[src/rtl/ctrl_pkg.sv]
// Shared encodings for the multicycle controller: FSM states, opcodes, datapath mux selects
// and the packed control word that the output decoder produces.
package ctrl_pkg;

    localparam int OPC_W = 6;

    typedef enum logic [3:0] {
        S_FETCH,
        S_DECODE,
        S_MEM_ADDR,
        S_MEM_RD,
        S_MEM_WR,
        S_WB_MEM,
        S_EXEC_R,
        S_WB_R,
        S_EXEC_I,
        S_WB_I,
        S_BRANCH,
        S_JUMP
    } state_t;

    localparam logic [OPC_W-1:0] OP_RTYPE = 6'b000000;
    localparam logic [OPC_W-1:0] OP_LW    = 6'b100011;
    localparam logic [OPC_W-1:0] OP_SW    = 6'b101011;
    localparam logic [OPC_W-1:0] OP_BEQ   = 6'b000100;
    localparam logic [OPC_W-1:0] OP_J     = 6'b000010;
    localparam logic [OPC_W-1:0] OP_ADDI  = 6'b001000;
    localparam logic [OPC_W-1:0] OP_SLTI  = 6'b001010;
    localparam logic [OPC_W-1:0] OP_ANDI  = 6'b001100;
    localparam logic [OPC_W-1:0] OP_ORI   = 6'b001101;

    typedef enum logic [1:0] {
        ALU_ADD   = 2'd0,
        ALU_SUB   = 2'd1,
        ALU_FUNCT = 2'd2,
        ALU_IMM   = 2'd3
    } alu_op_t;

    typedef enum logic [1:0] {
        SRCB_RT      = 2'd0,
        SRCB_FOUR    = 2'd1,
        SRCB_IMM     = 2'd2,
        SRCB_IMM_SH2 = 2'd3
    } alu_src_b_t;

    typedef enum logic [1:0] {
        PC_ALU    = 2'd0,
        PC_ALUOUT = 2'd1,
        PC_JUMP   = 2'd2,
        PC_RSVD   = 2'd3
    } pc_src_t;

    typedef struct packed {
        logic       pc_we;
        logic       pc_we_cond;
        pc_src_t    pc_src;
        logic       iord;
        logic       mem_rd;
        logic       mem_wr;
        logic       ir_we;
        logic       reg_dst;
        logic       mem_to_reg;
        logic       reg_we;
        logic       alu_src_a;
        alu_src_b_t alu_src_b;
        alu_op_t    alu_op;
        logic       ext_sel;
        logic       illegal_op;
        logic       instr_done;
    } ctrl_t;

    // Logical immediates take a zero-extended imm16; arithmetic ones sign-extend.
    function automatic logic is_zero_ext(input logic [OPC_W-1:0] op);
        return (op == OP_ANDI) || (op == OP_ORI);
    endfunction

    function automatic logic is_legal(input logic [OPC_W-1:0] op);
        case (op)
            OP_RTYPE, OP_LW, OP_SW, OP_BEQ, OP_J,
            OP_ADDI, OP_SLTI, OP_ANDI, OP_ORI: return 1'b1;
            default:                           return 1'b0;
        endcase
    endfunction

endpackage

[src/rtl/control_salidas.sv]
// Output decoder of the multicycle controller: maps current state (plus opcode for the
// immediate-extension select and illegal detection, and mem_ready for strobe completion).
module control_salidas
    import ctrl_pkg::*;
(
    input  state_t           state,
    input  logic [OPC_W-1:0] opcode,
    input  logic             mem_ready,
    output ctrl_t            ctrl
);

    always_comb begin
        // NOTE: the all-zero default covers every field in every branch, so no latch is inferred.
        ctrl = '0;
        case (state)
            S_FETCH: begin
                ctrl.mem_rd    = 1'b1;
                ctrl.alu_src_b = SRCB_FOUR;
                ctrl.ir_we     = mem_ready;
                ctrl.pc_we     = mem_ready;
            end
            S_DECODE: begin
                ctrl.alu_src_b = SRCB_IMM_SH2;
                ctrl.ext_sel   = 1'b1;
                if (!is_legal(opcode)) begin
                    ctrl.illegal_op = 1'b1;
                    ctrl.instr_done = 1'b1;
                end
            end
            S_MEM_ADDR: begin
                ctrl.alu_src_a = 1'b1;
                ctrl.alu_src_b = SRCB_IMM;
                ctrl.ext_sel   = 1'b1;
            end
            S_MEM_RD: begin
                ctrl.mem_rd = 1'b1;
                ctrl.iord   = 1'b1;
            end
            S_MEM_WR: begin
                ctrl.mem_wr     = 1'b1;
                ctrl.iord       = 1'b1;
                ctrl.instr_done = mem_ready;
            end
            S_WB_MEM: begin
                ctrl.reg_we     = 1'b1;
                ctrl.mem_to_reg = 1'b1;
                ctrl.instr_done = 1'b1;
            end
            S_EXEC_R: begin
                ctrl.alu_src_a = 1'b1;
                ctrl.alu_src_b = SRCB_RT;
                ctrl.alu_op    = ALU_FUNCT;
            end
            S_WB_R: begin
                ctrl.reg_we     = 1'b1;
                ctrl.reg_dst    = 1'b1;
                ctrl.instr_done = 1'b1;
            end
            S_EXEC_I: begin
                ctrl.alu_src_a = 1'b1;
                ctrl.alu_src_b = SRCB_IMM;
                ctrl.alu_op    = ALU_IMM;
                ctrl.ext_sel   = !is_zero_ext(opcode);
            end
            S_WB_I: begin
                // Extender select stays put so the datapath sees a stable immediate.
                ctrl.reg_we     = 1'b1;
                ctrl.ext_sel    = !is_zero_ext(opcode);
                ctrl.instr_done = 1'b1;
            end
            S_BRANCH: begin
                ctrl.alu_src_a  = 1'b1;
                ctrl.alu_src_b  = SRCB_RT;
                ctrl.alu_op     = ALU_SUB;
                ctrl.pc_we_cond = 1'b1;
                ctrl.pc_src     = PC_ALUOUT;
                ctrl.instr_done = 1'b1;
            end
            S_JUMP: begin
                ctrl.pc_we      = 1'b1;
                ctrl.pc_src     = PC_JUMP;
                ctrl.instr_done = 1'b1;
            end
            default: ;
        endcase
    end

endmodule

[src/rtl/control_multiciclo.sv]
// Multicycle control FSM: FETCH -> DECODE -> EXEC -> MEM -> WB sequencing of the datapath.
// Define CTRL_PERF_CNT_EN to add the cycle_cnt / instr_cnt performance counter outputs.
module control_multiciclo
    import ctrl_pkg::*;
#(
    parameter int OP_W  = 6,
    parameter int CNT_W = 32
) (
    input  logic            clk,
    input  logic            rst,
    input  logic [OP_W-1:0] opcode,
    input  logic            zero,
    input  logic            mem_ready,
    output logic            pc_we,
    output logic            pc_we_cond,
    output logic [1:0]      pc_src,
    output logic            iord,
    output logic            mem_rd,
    output logic            mem_wr,
    output logic            ir_we,
    output logic            reg_dst,
    output logic            mem_to_reg,
    output logic            reg_we,
    output logic            alu_src_a,
    output logic [1:0]      alu_src_b,
    output logic [1:0]      alu_op,
    output logic            ext_sel,
    output logic            illegal_op,
    output logic            instr_done
`ifdef CTRL_PERF_CNT_EN
    ,
    output logic [CNT_W-1:0] cycle_cnt,
    output logic [CNT_W-1:0] instr_cnt
`endif
);

    state_t state;
    ctrl_t  ctrl_dec;
    ctrl_t  ctrl_out;

    // The datapath ANDs zero with pc_we_cond itself; the flag is only carried on this port.
    logic unused_zero;
    assign unused_zero = zero;

    always_ff @(posedge clk) begin
        // NOTE: state registers use non-blocking assignments so every flop samples pre-edge values.
        if (rst) begin
            state <= S_FETCH;
        end else begin
            case (state)
                S_FETCH:    if (mem_ready) state <= S_DECODE;
                S_DECODE: begin
                    case (opcode)
                        OP_LW, OP_SW:                        state <= S_MEM_ADDR;
                        OP_RTYPE:                            state <= S_EXEC_R;
                        OP_ADDI, OP_SLTI, OP_ANDI, OP_ORI:   state <= S_EXEC_I;
                        OP_BEQ:                              state <= S_BRANCH;
                        OP_J:                                state <= S_JUMP;
                        default:                             state <= S_FETCH;
                    endcase
                end
                S_MEM_ADDR: state <= (opcode == OP_SW) ? S_MEM_WR : S_MEM_RD;
                S_MEM_RD:   if (mem_ready) state <= S_WB_MEM;
                S_MEM_WR:   if (mem_ready) state <= S_FETCH;
                S_EXEC_R:   state <= S_WB_R;
                S_EXEC_I:   state <= S_WB_I;
                default:    state <= S_FETCH;
            endcase
        end
    end

    control_salidas u_salidas (
        .state     (state),
        .opcode    (opcode),
        .mem_ready (mem_ready),
        .ctrl      (ctrl_dec)
    );

    // Reset forces every strobe low in the reset cycle, even when aborting mid-instruction.
    assign ctrl_out = rst ? '0 : ctrl_dec;

    assign pc_we      = ctrl_out.pc_we;
    assign pc_we_cond = ctrl_out.pc_we_cond;
    assign pc_src     = ctrl_out.pc_src;
    assign iord       = ctrl_out.iord;
    assign mem_rd     = ctrl_out.mem_rd;
    assign mem_wr     = ctrl_out.mem_wr;
    assign ir_we      = ctrl_out.ir_we;
    assign reg_dst    = ctrl_out.reg_dst;
    assign mem_to_reg = ctrl_out.mem_to_reg;
    assign reg_we     = ctrl_out.reg_we;
    assign alu_src_a  = ctrl_out.alu_src_a;
    assign alu_src_b  = ctrl_out.alu_src_b;
    assign alu_op     = ctrl_out.alu_op;
    assign ext_sel    = ctrl_out.ext_sel;
    assign illegal_op = ctrl_out.illegal_op;
    assign instr_done = ctrl_out.instr_done;

`ifdef CTRL_PERF_CNT_EN
    always_ff @(posedge clk) begin
        if (rst) begin
            cycle_cnt <= '0;
            instr_cnt <= '0;
        end else begin
            cycle_cnt <= cycle_cnt + 1'b1;
            if (ctrl_out.instr_done) instr_cnt <= instr_cnt + 1'b1;
        end
    end
`else
    logic [CNT_W-1:0] unused_cnt_w;
    assign unused_cnt_w = '0;
`endif

endmodule

[config.mk]
export PLATFORM = sky130hd
export DESIGN_NAME = control_multiciclo
export DESIGN_NICKNAME = d
export VERILOG_FILES = /design/src/rtl/ctrl_pkg.sv /design/src/rtl/control_salidas.sv /design/src/rtl/control_multiciclo.sv
export SDC_FILE = /design/constraint.sdc
export NUM_CORES = 1
export LEC_CHECK = 0
export BUFFER_PORTS_ARGS = -buffer_cell sky130_fd_sc_hd__buf_2
export CAP_MARGIN = 20
export CORE_MARGIN = 1.5
export CORE_UTILIZATION = 40
export CTS_CLUSTER_SIZE = 25
export DETAILED_ROUTE_END_ITERATION = 10
export GPL_TIMING_DRIVEN = 0
export HOLD_SLACK_MARGIN = 0.12
export PLACE_DENSITY_LB_ADDON = 0.2
export SLEW_MARGIN = 10
export SYNTH_ARGS = -nofsm -noshare
export SYNTH_HDL_FRONTEND = slang
export SYNTH_SLANG_ARGS = --single-unit
[constraint.sdc]
create_clock -name clk -period 1.7 [get_ports clk]
set_input_delay 0.085 -clock clk [delete_from_list [all_inputs] [get_ports clk]]
set_output_delay 0.085 -clock clk [all_outputs]
set_load 0.02 [all_outputs]
==> results_dict.tcl <==
set metrics [dict create \
    status "complete, but fails checks" \
    critPathTopFamily "simple AND/OR/NAND/NOR gates" \
    critPathKind "reg2out" \
    slowest_stage "dfxtp_1" \
    ys_ff_latch 4 \
    grt_pass1_vias 742 \
    slew_headroom_pct 70.2 \
    largestRegisters "state (4)" \
    cts_buffers 3 \
    drtAntennaViolNets 0 \
    worst-path-buf-inv 2 \
    yosys_warnings 0 \
    rr_endpoint "state[0]" \
    synth.net_count 110 \
    seq_area_sq_um 81.3 \
    p_total_mw 0.399 \
    drv_slew 0 \
    wl_per_cell_microns 13.4 \
    dp_hpwl_microns 1460 \
    detail_route.iter0.violations 38 \
    final_util_pct 56.3 \
    grt-ovfl-total 0 \
    syn_avg_cell_area_sq_um 6.91 \
    n_fill_cell 157 \
    startpoint "state[2]" \
    violations "design-rule violations" \
    clk_pin_slew_ns 0.04 \
    hold_path_depth 4 \
    tightest_slew_ns 0.447 \
    cp-end-kind "primary output" \
    clk_path_buf_depth 2 \
    die_w_microns 44.6 \
    track_usage_pct 20.9 \
    max_stage_delay_ns 0.39 \
    yosysSeqAreaShare_pct 11.6 \
    layout.nets 141 \
    ctsHoldBuffers 0 \
    gp_congestion 0.821 \
    min_period_ns 1.62 \
    vdd_drop_max_uv 349 \
    p_leak_nw 0.390 \
    first_pass_iters 7 \
    setup-violations-final 0 \
    die_area_sq_um 1990 \
    ff2ff_setup_slack_ns 0.27 \
    diodes 0 \
    hold_class "in2reg" \
    fin_tns_setup_ns 0 \
    initial_core_util_pct 44.3 \
    largest_reg_flops 4 \
    finalClockSkew_ns 0.00596 \
    whs_endpoint "state[1]" \
    clock-root-buffer "clkbuf_4" \
    rows 14 \
    drc_errors 1 \
    path_cells "buf_6 -> nand2b_2 -> nor3_1 -> or2_2 -> buf_2" \
    regMostFlops "state" \
    syn_to_final_growth_pct 27.2 \
    worstSkewPairLatency_ns 0.23 \
    hold_viol_final 0 \
    worstHoldStart "opcode[4]" \
    via_per_inst 5.88 \
    multi_input_area_sq_um 534 \
    synth_cells 100 \
    drv_cap 0 \
    grt_pass1_wl_microns 3190 \
    grt_max_degree 11 \
    drt_wl_total_microns 1940 \
    worstRegToRegCells 5 \
    p_per_area_nw_per_um2 454 \
    clock_sinks 4 \
    cts-htree-levels 1 \
    pin_count 29 \
    antenna_found_initial 0 \
    cts_setup_buffers 0 \
    numPortBuffers 26 \
    ys_types 40 \
    rr_startpoint "state[3]" \
    cp_data_required_time_ns 1.62 \
    max_freq_mhz 617 \
    crit_arrival_ns 1.53 \
    start_kind "register" \
    cts_tree "yes" \
    dieHeight_microns 44.6 \
    min_period_over_period_pct 95.3 \
    synth_area_sq_um 691 \
    critPathMaxFanout 10 \
    vias 853 \
    drive_gt1_share_pct 36.4 \
    coreArea_sq_um 1560 \
]
-- power by group --
part | switching (mW) | internal [mW] | leakage, nW | total [mW]
Clock | 0.0364 | 0.0788 | 0.0138 | 0.115
Sequential | 0.00320 | 0.0983 | 0.0331 | 0.102
Combinational | 0.107 | 0.0749 | 0.343 | 0.182
-- stage by stage --
stage                     hold WS [ns]  setup slack (ns)  cell area (sq um)  cells
final                            0.172            0.0801                878    145
after global routing             0.211         -0.000483                878    145
after CTS                        0.175            0.0145                868    145
after detailed placement         0.417             0.171                841    142
after global placement           0.409             0.206                841    142
after floorplan                  0.278            0.0855                691    100
-- synthesized netlist by cell type --
cell	number	area, sq um
a221oi_2	1	15.0
nor3_1	14	70.1
dfxtp_1	4	80.1
nand3b_1	1	7.51
or2_4	1	8.76
clkbuf_1	3	11.3
nor2b_1	3	18.8
o22a_1	1	8.76
nand3_1	3	15.0
nor3b_1	1	7.51
mux2i_1	1	10.0
a31oi_1	3	18.8
a221oi_1	1	8.76
buf_4	1	7.51
nand2b_1	6	37.5
or2_2	1	6.26
buf_1	1	3.75
nor3b_2	1	12.5
and2_2	1	7.51
a2bb2oi_1	1	8.76
and3b_1	1	8.76
nand4b_1	1	8.76
and3_1	2	12.5
o31ai_1	1	7.51
buf_6	3	33.8
a311oi_2	1	15.0
o21a_1	1	7.51
a2111o_1	1	11.3
nor4b_4	1	23.8
a21oi_1	9	45.0
buf_2	3	15.0
a211oi_1	1	7.51
nand4_1	1	6.26
nor4_1	2	12.5
a221o_1	2	20.0
o21ai_0	4	20.0
nor2_1	10	37.5
inv_1	2	7.51
o21bai_1	2	15.0
nand2_1	3	11.3
-- layer usage --
layer  up-vias  track usage, %  share of wire [%]
met3         0            3.67                5.5
met1       382            28.0                 44
met2        34            33.6                 50
li1        437               -                  -
met5         -               0                  0
met4         0            6.67                  0
-- cell type report --
type                    instances  area share [%]
plain buffers                  11            9.40
clock buffers                   3            2.56
well taps                      16            2.28
multi-input cells              83            60.8
inverters                       2           0.855
repair buffers                 26            14.8
flip-flops and latches          4            9.26
-- cell families after synthesis --
family	share of synthesized area, %
AND/OR/NAND/NOR	45.3
AO/OA/AOI/OAI	30.3
buffers and inverters	11.4
flip-flops	11.6
multiplexers	1.45
-- worst register-to-register path: cells and delay by family, from the launching register on --
kind                   cells  cell delay, ns
buffers and inverters      1            0.13
and+or+nand+nor            3            0.63
DFF                        1            0.30
AOI/OAI and AO/OA          1            0.28
-- worst max path at each step --
stage            end  cells after the start
6_report       pc_we                      5
3_5_place_dp   pc_we                      5
4_1_cts        pc_we                      5
3_3_place_gp   pc_we                      5
5_1_grt         iord                      6
2_1_floorplan  pc_we                      4
-- what timing repair did --
item	4_1_cts	5_1_grt
endpoints found under the setup margin	2	5
gates resized for setup	2	8
gates cloned	0	0
-- layout by cell type (no fill, tap or decap), drive strengths merged, types with 2 or more instances in the layout --
cell and count:
a21oi 9, a221o 2, a221oi 2, a31oi 3, and3 2, buf 34
clkbuf 6, dfxtp 4, inv 2, nand2 3, nand2b 6, nand3 3
nor2 10, nor2b 3, nor3 14, nor3b 2, nor4 2, o21ai 4
o21bai 2, or2 2
Note: power is estimated with default switching activity, not from simulation.
